==> config.mk <==
export PLATFORM = sky130hd
export DESIGN_NAME = uart_cmd_ctrl_flat
export DESIGN_NICKNAME = d
export VERILOG_FILES = /design/src/rtl/uart_cmd_pkg.sv /design/src/rtl/uart_cmd_ctrl_if.sv /design/src/rtl/uart_tx_byte_sender.sv /design/src/rtl/uart_cmd_ctrl.sv /design/src/flat_wrapper.sv
export SDC_FILE = /design/constraint.sdc
export NUM_CORES = 1
export LEC_CHECK = 0
export CAP_MARGIN = 0
export CORE_MARGIN = 1
export CORE_UTILIZATION = 30
export CTS_CLUSTER_DIAMETER = 60
export DETAILED_ROUTE_END_ITERATION = 7
export SKIP_CTS_REPAIR_TIMING = 1
export SLEW_MARGIN = 30
export SYNTH_ARGS = -nofsm -noshare
export SYNTH_HDL_FRONTEND = slang
export SYNTH_HIERARCHICAL = 1
export SYNTH_SLANG_ARGS = --single-unit
==> constraint.sdc <==
create_clock -name CLK -period 2.5 [get_ports CLK]
set_clock_uncertainty 0.15 [all_clocks]
set_input_delay 0.25 -clock CLK [delete_from_list [all_inputs] [get_ports CLK]]
set_output_delay 0.25 -clock CLK [all_outputs]
set_load 0.02 [all_outputs]
==> src/rtl/uart_cmd_pkg.sv <==
// Shared constants for the UART command sequencer: opcodes, FSM state
// encodings and the register-file locations of the ALU operands.
package uart_cmd_pkg;

  // Opcodes recognised as the first byte of a command
  localparam logic [7:0] CMD_WR      = 8'hAA;
  localparam logic [7:0] CMD_RD      = 8'hBB;
  localparam logic [7:0] CMD_ALU_OP  = 8'hCC;
  localparam logic [7:0] CMD_ALU_NOP = 8'hDD;

  // Sequencer states
  typedef logic [3:0] state_t;
  localparam state_t IDLE     = 4'd0;
  localparam state_t WR_ADDR  = 4'd1;
  localparam state_t WR_DATA  = 4'd2;
  localparam state_t RD_ADDR  = 4'd3;
  localparam state_t RD_WAIT  = 4'd4;
  localparam state_t ALU_A    = 4'd5;
  localparam state_t ALU_B    = 4'd6;
  localparam state_t ALU_FN   = 4'd7;
  localparam state_t ALU_WAIT = 4'd8;
  localparam state_t TX_RD    = 4'd9;
  localparam state_t TX_LO    = 4'd10;
  localparam state_t TX_HI    = 4'd11;

  // Register-file slots that hold the ALU operands
  localparam int OPA_ADDR = 0;
  localparam int OPB_ADDR = 1;

  // First state of a command given its opcode byte; unknown bytes keep IDLE
  function automatic state_t opcodeToState(input logic [7:0] opcode);
    case (opcode)
      CMD_WR:      return WR_ADDR;
      CMD_RD:      return RD_ADDR;
      CMD_ALU_OP:  return ALU_A;
      CMD_ALU_NOP: return ALU_FN;
      default:     return IDLE;
    endcase
  endfunction

endpackage

==> src/rtl/uart_cmd_ctrl_if.sv <==
// Bundle of every data/handshake signal between the command sequencer and
// the UART datapath, register file and ALU. The sequencer is the master.
interface uart_cmd_ctrl_if #(
  parameter int DATA_WIDTH = 8,
  parameter int ADDR_WIDTH = 4,
  parameter int FUN_WIDTH  = 4
);

  logic [DATA_WIDTH-1:0]   RX_P_DATA;
  logic                    RX_D_VLD;
  logic [DATA_WIDTH-1:0]   RdData;
  logic                    RdData_Valid;
  logic [2*DATA_WIDTH-1:0] ALU_OUT;
  logic                    ALU_OUT_VLD;
  logic                    TX_RDY;
  logic                    WrEn;
  logic                    RdEn;
  logic [ADDR_WIDTH-1:0]   Address;
  logic [DATA_WIDTH-1:0]   WrData;
  logic                    ALU_EN;
  logic [FUN_WIDTH-1:0]    ALU_FUN;
  logic                    CLK_EN;
  logic [DATA_WIDTH-1:0]   TX_P_DATA;
  logic                    TX_D_VLD;

  modport master (
    input  RX_P_DATA, RX_D_VLD, RdData, RdData_Valid, ALU_OUT, ALU_OUT_VLD, TX_RDY,
    output WrEn, RdEn, Address, WrData, ALU_EN, ALU_FUN, CLK_EN, TX_P_DATA, TX_D_VLD
  );

  modport slave (
    output RX_P_DATA, RX_D_VLD, RdData, RdData_Valid, ALU_OUT, ALU_OUT_VLD, TX_RDY,
    input  WrEn, RdEn, Address, WrData, ALU_EN, ALU_FUN, CLK_EN, TX_P_DATA, TX_D_VLD
  );

endinterface

==> src/rtl/uart_tx_byte_sender.sv <==
// Holds one byte towards the UART transmitter with a valid/ready handshake.
// done_o marks the cycle in which the held byte is accepted; a new byte may
// be loaded in that same cycle so consecutive bytes go out without a gap.
module uart_tx_byte_sender #(
  parameter int DATA_WIDTH = 8
) (
  input  logic                  clk_i,
  input  logic                  rst_i,
  input  logic                  load_i,
  input  logic [DATA_WIDTH-1:0] byte_i,
  input  logic                  txRdy_i,
  output logic [DATA_WIDTH-1:0] txData_o,
  output logic                  txVld_o,
  output logic                  done_o
);

  logic [DATA_WIDTH-1:0] data_q, data_d;
  logic                  vld_q, vld_d;

  // Drop valid on acceptance unless a fresh byte is loaded in the same cycle
  always_comb begin
    data_d = data_q;
    vld_d  = vld_q;
    if (vld_q && txRdy_i) begin
      vld_d = 1'b0;
    end
    if (load_i) begin
      data_d = byte_i;
      vld_d  = 1'b1;
    end
  end

  // Byte and valid registers, cleared by synchronous reset
  always_ff @(posedge clk_i) begin
    if (rst_i) begin
      data_q <= '0;
      vld_q  <= 1'b0;
    end else begin
      data_q <= data_d;
      vld_q  <= vld_d;
    end
  end

  assign txData_o = data_q;
  assign txVld_o  = vld_q;
  assign done_o   = vld_q & txRdy_i;

endmodule

==> src/rtl/uart_cmd_ctrl.sv <==
// Command sequencer: parses opcode/operand bytes from the UART receiver,
// issues register-file writes/reads and ALU operations, and returns read
// data or the 16-bit ALU result to the transmitter. All strobes are
// registered, so a new byte can be accepted in the cycle a strobe is high.
// The parameters must match those of the connected interface instance.
module uart_cmd_ctrl
  import uart_cmd_pkg::*;
#(
  parameter int DATA_WIDTH = 8,
  parameter int ADDR_WIDTH = 4,
  parameter int FUN_WIDTH  = 4
) (
  input logic               CLK,
  input logic               RST,
  uart_cmd_ctrl_if.master   bus
);

  state_t                state_q, state_d;
  logic [ADDR_WIDTH-1:0] address_q, address_d;
  logic [DATA_WIDTH-1:0] wrData_q, wrData_d;
  logic                  wrEn_q, wrEn_d;
  logic                  rdEn_q, rdEn_d;
  logic                  aluEn_q, aluEn_d;
  logic                  clkEn_q, clkEn_d;
  logic [FUN_WIDTH-1:0]  aluFun_q, aluFun_d;
  logic [DATA_WIDTH-1:0] resultHi_q, resultHi_d;

  logic                  txLoad;
  logic [DATA_WIDTH-1:0] txByte;
  logic                  txDone;
  logic [DATA_WIDTH-1:0] txData;
  logic                  txVld;

  // Next-state and output decode; write/read strobes default low so each is a single-cycle pulse
  always_comb begin
    state_d    = state_q;
    address_d  = address_q;
    wrData_d   = wrData_q;
    wrEn_d     = 1'b0;
    rdEn_d     = 1'b0;
    aluEn_d    = aluEn_q;
    clkEn_d    = clkEn_q;
    aluFun_d   = aluFun_q;
    resultHi_d = resultHi_q;
    txLoad     = 1'b0;
    txByte     = '0;

    case (state_q)
      IDLE: begin
        if (bus.RX_D_VLD) begin
          state_d = opcodeToState(8'(bus.RX_P_DATA));
        end
      end

      WR_ADDR: begin
        if (bus.RX_D_VLD) begin
          address_d = bus.RX_P_DATA[ADDR_WIDTH-1:0];
          state_d   = WR_DATA;
        end
      end

      WR_DATA: begin
        if (bus.RX_D_VLD) begin
          wrEn_d   = 1'b1;
          wrData_d = bus.RX_P_DATA;
          state_d  = IDLE;
        end
      end

      RD_ADDR: begin
        if (bus.RX_D_VLD) begin
          address_d = bus.RX_P_DATA[ADDR_WIDTH-1:0];
          rdEn_d    = 1'b1;
          state_d   = RD_WAIT;
        end
      end

      RD_WAIT: begin
        if (bus.RdData_Valid) begin
          txLoad  = 1'b1;
          txByte  = bus.RdData;
          state_d = TX_RD;
        end
      end

      TX_RD: begin
        if (txDone) begin
          state_d = IDLE;
        end
      end

      ALU_A: begin
        if (bus.RX_D_VLD) begin
          wrEn_d    = 1'b1;
          address_d = ADDR_WIDTH'(OPA_ADDR);
          wrData_d  = bus.RX_P_DATA;
          state_d   = ALU_B;
        end
      end

      ALU_B: begin
        if (bus.RX_D_VLD) begin
          wrEn_d    = 1'b1;
          address_d = ADDR_WIDTH'(OPB_ADDR);
          wrData_d  = bus.RX_P_DATA;
          state_d   = ALU_FN;
        end
      end

      ALU_FN: begin
        if (bus.RX_D_VLD) begin
          aluFun_d = bus.RX_P_DATA[FUN_WIDTH-1:0];
          aluEn_d  = 1'b1;
          clkEn_d  = 1'b1;
          state_d  = ALU_WAIT;
        end
      end

      ALU_WAIT: begin
        if (bus.ALU_OUT_VLD) begin
          aluEn_d    = 1'b0;
          clkEn_d    = 1'b0;
          resultHi_d = bus.ALU_OUT[2*DATA_WIDTH-1:DATA_WIDTH];
          txLoad     = 1'b1;
          txByte     = bus.ALU_OUT[DATA_WIDTH-1:0];
          state_d    = TX_LO;
        end
      end

      TX_LO: begin
        if (txDone) begin
          txLoad  = 1'b1;
          txByte  = resultHi_q;
          state_d = TX_HI;
        end
      end

      TX_HI: begin
        if (txDone) begin
          state_d = IDLE;
        end
      end

      default: begin
        state_d = IDLE;
      end
    endcase
  end

  // State and registered outputs; reset aborts any command in flight
  always_ff @(posedge CLK) begin
    if (RST) begin
      state_q    <= IDLE;
      address_q  <= '0;
      wrData_q   <= '0;
      wrEn_q     <= 1'b0;
      rdEn_q     <= 1'b0;
      aluEn_q    <= 1'b0;
      clkEn_q    <= 1'b0;
      aluFun_q   <= '0;
      resultHi_q <= '0;
    end else begin
      state_q    <= state_d;
      address_q  <= address_d;
      wrData_q   <= wrData_d;
      wrEn_q     <= wrEn_d;
      rdEn_q     <= rdEn_d;
      aluEn_q    <= aluEn_d;
      clkEn_q    <= clkEn_d;
      aluFun_q   <= aluFun_d;
      resultHi_q <= resultHi_d;
    end
  end

  uart_tx_byte_sender #(
    .DATA_WIDTH(DATA_WIDTH)
  ) txSender (
    .clk_i    (CLK),
    .rst_i    (RST),
    .load_i   (txLoad),
    .byte_i   (txByte),
    .txRdy_i  (bus.TX_RDY),
    .txData_o (txData),
    .txVld_o  (txVld),
    .done_o   (txDone)
  );

  assign bus.WrEn      = wrEn_q;
  assign bus.RdEn      = rdEn_q;
  assign bus.Address   = address_q;
  assign bus.WrData    = wrData_q;
  assign bus.ALU_EN    = aluEn_q;
  assign bus.ALU_FUN   = aluFun_q;
  assign bus.CLK_EN    = clkEn_q;
  assign bus.TX_P_DATA = txData;
  assign bus.TX_D_VLD  = txVld;

endmodule

==> src/flat_wrapper.sv <==
// flat-port wrapper written by rule: the top's interface ports become plain ports
module uart_cmd_ctrl_flat import uart_cmd_pkg::*;
#(
  parameter int DATA_WIDTH = 8,
  parameter int ADDR_WIDTH = 4,
  parameter int FUN_WIDTH  = 4
)
  (CLK, RST, bus_RX_P_DATA, bus_RX_D_VLD, bus_RdData, bus_RdData_Valid, bus_ALU_OUT, bus_ALU_OUT_VLD, bus_TX_RDY, bus_WrEn, bus_RdEn, bus_Address, bus_WrData, bus_ALU_EN, bus_ALU_FUN, bus_CLK_EN, bus_TX_P_DATA, bus_TX_D_VLD);
  uart_cmd_ctrl_if #(.DATA_WIDTH(DATA_WIDTH), .ADDR_WIDTH(ADDR_WIDTH), .FUN_WIDTH(FUN_WIDTH)) bus_i ();
  input logic CLK;
  input logic RST;
  input wire logic [$bits(bus_i.RX_P_DATA)-1:0] bus_RX_P_DATA;
  input wire logic [$bits(bus_i.RX_D_VLD)-1:0] bus_RX_D_VLD;
  input wire logic [$bits(bus_i.RdData)-1:0] bus_RdData;
  input wire logic [$bits(bus_i.RdData_Valid)-1:0] bus_RdData_Valid;
  input wire logic [$bits(bus_i.ALU_OUT)-1:0] bus_ALU_OUT;
  input wire logic [$bits(bus_i.ALU_OUT_VLD)-1:0] bus_ALU_OUT_VLD;
  input wire logic [$bits(bus_i.TX_RDY)-1:0] bus_TX_RDY;
  output wire logic [$bits(bus_i.WrEn)-1:0] bus_WrEn;
  output wire logic [$bits(bus_i.RdEn)-1:0] bus_RdEn;
  output wire logic [$bits(bus_i.Address)-1:0] bus_Address;
  output wire logic [$bits(bus_i.WrData)-1:0] bus_WrData;
  output wire logic [$bits(bus_i.ALU_EN)-1:0] bus_ALU_EN;
  output wire logic [$bits(bus_i.ALU_FUN)-1:0] bus_ALU_FUN;
  output wire logic [$bits(bus_i.CLK_EN)-1:0] bus_CLK_EN;
  output wire logic [$bits(bus_i.TX_P_DATA)-1:0] bus_TX_P_DATA;
  output wire logic [$bits(bus_i.TX_D_VLD)-1:0] bus_TX_D_VLD;
  assign bus_i.RX_P_DATA = bus_RX_P_DATA;
  assign bus_i.RX_D_VLD = bus_RX_D_VLD;
  assign bus_i.RdData = bus_RdData;
  assign bus_i.RdData_Valid = bus_RdData_Valid;
  assign bus_i.ALU_OUT = bus_ALU_OUT;
  assign bus_i.ALU_OUT_VLD = bus_ALU_OUT_VLD;
  assign bus_i.TX_RDY = bus_TX_RDY;
  assign bus_WrEn = bus_i.WrEn;
  assign bus_RdEn = bus_i.RdEn;
  assign bus_Address = bus_i.Address;
  assign bus_WrData = bus_i.WrData;
  assign bus_ALU_EN = bus_i.ALU_EN;
  assign bus_ALU_FUN = bus_i.ALU_FUN;
  assign bus_CLK_EN = bus_i.CLK_EN;
  assign bus_TX_P_DATA = bus_i.TX_P_DATA;
  assign bus_TX_D_VLD = bus_i.TX_D_VLD;
  uart_cmd_ctrl #(.DATA_WIDTH(DATA_WIDTH), .ADDR_WIDTH(ADDR_WIDTH), .FUN_WIDTH(FUN_WIDTH)) u_core (.CLK(CLK), .RST(RST), .bus(bus_i));
endmodule
==> impl_metrics.toml <==
[routing]
routed_via_density = 4.81
vias = 1714
dr.first_iter.drc_count = 110
totalWireLength_um = 5010
wire_per_inst_um = 14.1
drcViolationCount = 0
final_antenna_net_count = 0
dr.pass1.iters = 6

[grt]
grt_max_degree = 27
grt_usage_pct = 15.8
grt_pass1_vias = 1663
grt_pass1_wl_um = 7950
antenna_found_initial = 0
grt-ovfl-total = 0

[synth]
yosysSeqAreaShare_pct = 41.2
yosys_register_bits = 40
synth_nets = 253
yosys_warnings = 6
synth_area_um2 = 1940
postSynthAreaPerCell_um2 = 9.03
syn_inst = 215
ys_types = 45

[sta]
worst_pin_slew_ns = 0.464
slew_headroom_pct = 68.7
final_hold_viol_count = 0
timing.fmax_ghz = 0.476
final-max-slew-violation-count = 0
tns_ns = 0
whs_ns = 0.316
rsz0062_at_grt = "false"
post-route-period-util_pct = 84.1
period_needed_ns = 2.10
setup_viol = 0

[placement]
hpwlAfterDp_um = 3740
io_buffers = 66
placed_cell_area_um2 = 2630
gp_congestion = 0.806

[clocking]
tritoncts.num_buffers = 5
cts_root_buf = "clkbuf_8"
clock_path_buffers = 2
cts_tree = "yes"
htreeDepth = 2
clock_latency_ns = 0.30
clock-sinks = 40
cts.clk_slew.worst_paths_ns = 0.08

[cells_and_area]
drive_gt1_share_pct = 8.19
fin_util_pct = 45.0
syn2layout_area_growth_pct = 41.2
final_nets = 318
antenna_cells = 0
fin_area_um2 = 2740

[floorplan]
dieArea_um2 = 6800
io_pins = 67
die_width_um = 82.5
die_h_um = 82.5
initial_utilization_pct = 31.9
core_um2 = 6100
row_count = 28

[power_and_ir_drop]
seq_power_share_pct = 50.5
power_density_nw_per_um2 = 461
clkPwrFrac_pct = 41.3
combPwrFrac_pct = 8.1
power.internal_mw = 0.998
leakage_nw = 1.08
netSwitchingPower_mw = 0.265
switching_share_pct = 21.0
worst_ir_drop_vdd_v = 0.000278

[setup_path]
crit_required_ns = 2.55
path_max_fanout = 9
crit_arrival_ns = 2.15
critical_path_class = "reg -> reg"
end_kind = "register"
setup.worst_path.start_class = "register"

[flow_run]
cap_violations = 0

[status]
outcome = "finished, final reports clean"

[hold_path]
worstHoldPathType = "reg -> reg"
## cell type report
class / instances / area (µm²)
Clock buffer: 6 / 72.6
Clock inverter: 2 / 35.0
Fill cell: 610 / 3350
Inverter: 13 / 48.8
Multi-Input combinational cell: 146 / 970
Sequential cell: 40 / 801
Tap cell: 75 / 93.8
Timing Repair Buffer: 74 / 721
## sequential cells by signal (all words and copies together) (netlist names)
| name | flops |
|---|---|
| u_core/txSender/txVld_o | 1 |
| u_core/bus.Address | 4 |
| u_core/txSender/txData_o | 8 |
| u_core/resultHi_q | 8 |
| u_core/bus.WrData | 8 |
| u_core/state_q | 4 |
| u_core/bus.ALU_FUN | 4 |
| u_core/bus.CLK_EN | 1 |
| u_core/bus.RdEn | 1 |
| u_core/bus.WrEn | 1 |
## logic make-up after synthesis
logic type             after synthesis  synth area share, %
AND/OR/NAND/NOR                     79                 21.6
XOR/XNOR                             3                 1.35
AO/OA/AOI/OAI                       43                 16.2
buffers and inverters               29                 8.83
multiplexers                        21                 10.8
flip-flops                          40                 41.2
## cells in the mapped netlist, drive strengths merged
master | n | area, µm²
o311ai | 1 | 8.76
a22o | 3 | 26.3
nor2b | 3 | 21.3
o221ai | 1 | 8.76
clkbuf | 5 | 20.0
xor2 | 2 | 17.5
a21oi | 19 | 110
a311o | 1 | 10.0
a21bo | 1 | 10.0
o311a | 1 | 10.0
nor3b | 1 | 12.5
dfxtp | 40 | 801
and3 | 3 | 23.8
a222oi | 8 | 80.1
and2 | 2 | 12.5
buf | 11 | 103
inv | 13 | 48.8
nand2 | 19 | 71.3
xnor2 | 1 | 8.76
nand2b | 9 | 56.3
nand3b | 2 | 27.5
nor4bb | 3 | 30.0
o21ai | 3 | 15.0
mux2i | 21 | 210
o22ai | 2 | 12.5
a21boi | 2 | 15.0
nor4 | 1 | 6.26
a211oi | 1 | 7.51
nand4 | 1 | 6.26
nand3 | 5 | 25.0
and4b | 1 | 10.0
or3 | 1 | 6.26
or2 | 1 | 6.26
nor2 | 27 | 104
## critical path: stages (launching register included)
cell and delay, ns:
dfxtp_1 0.32, nor2b_1 0.35, and4b_1 0.42, or3_1 0.46, mux2i_1 0.25, nor2_1 0.05
## power groups by stage
| stage | Combinational, mW | Sequential [mW] | Clock, mW |
|---|---|---|---|
| 5_1_grt | 0.111 | 0.638 | 0.566 |
| 4_1_cts | 0.104 | 0.638 | 0.540 |
| 3_5_place_dp | 0.104 | 0.653 | 0 |
| 6_report | 0.103 | 0.638 | 0.522 |
| 3_3_place_gp | 0.104 | 0.653 | 0 |
| 2_1_floorplan | 0.0276 | 0.653 | 0 |
## worst paths after layout
| path | from | end | slack (ns) | depth (start not counted) |
|---|---|---|---|---|
| worst min register to register | u_core/resultHi_q[5] | u_core/resultHi_q[5] | 0.32 | 2 |
| worst max-delay path | u_core/state_q[3] | u_core/txSender/txData_o[3] | 0.40 | 5 |
| worst min-delay path | u_core/resultHi_q[5] | u_core/resultHi_q[5] | 0.32 | 2 |
| worst max register to register | u_core/state_q[3] | u_core/txSender/txData_o[3] | 0.40 | 5 |
## through the flow
step           power, mW  instances  worst slack, ns
4_1_cts             1.28        356            0.387
3_3_place_gp       0.757        348            0.249
6_report            1.26        356            0.399
3_5_place_dp       0.757        348            0.217
5_1_grt             1.31        356            0.182
2_1_floorplan      0.681        215            0.688
## layout by cell type (no fill, tap or decap), drive strengths merged, types with 2 or more instances in the layout
cell type,count
a21boi,2
xor2,2
inv,13
nand2,19
a222oi,8
a22o,3
nor4bb,3
dfxtp,40
clkdlybuf4s50,66
and2,2
o22ai,2
nor2,27
and3,3
nand2b,9
buf,8
a21oi,19
nand3,5
nor2b,3
clkbuf,6
nand3b,2
mux2i,21
o21ai,3
## per-layer routing
metal,GRT usage [%],share of wire (%),vias up
met4,5.79,0.90,0
met1,20.8,45,779
li1,-,-,874
met2,24.0,45,57
met3,5.05,8.5,4
met5,0,0,-
Note: power is estimated with default switching activity, not from simulation.
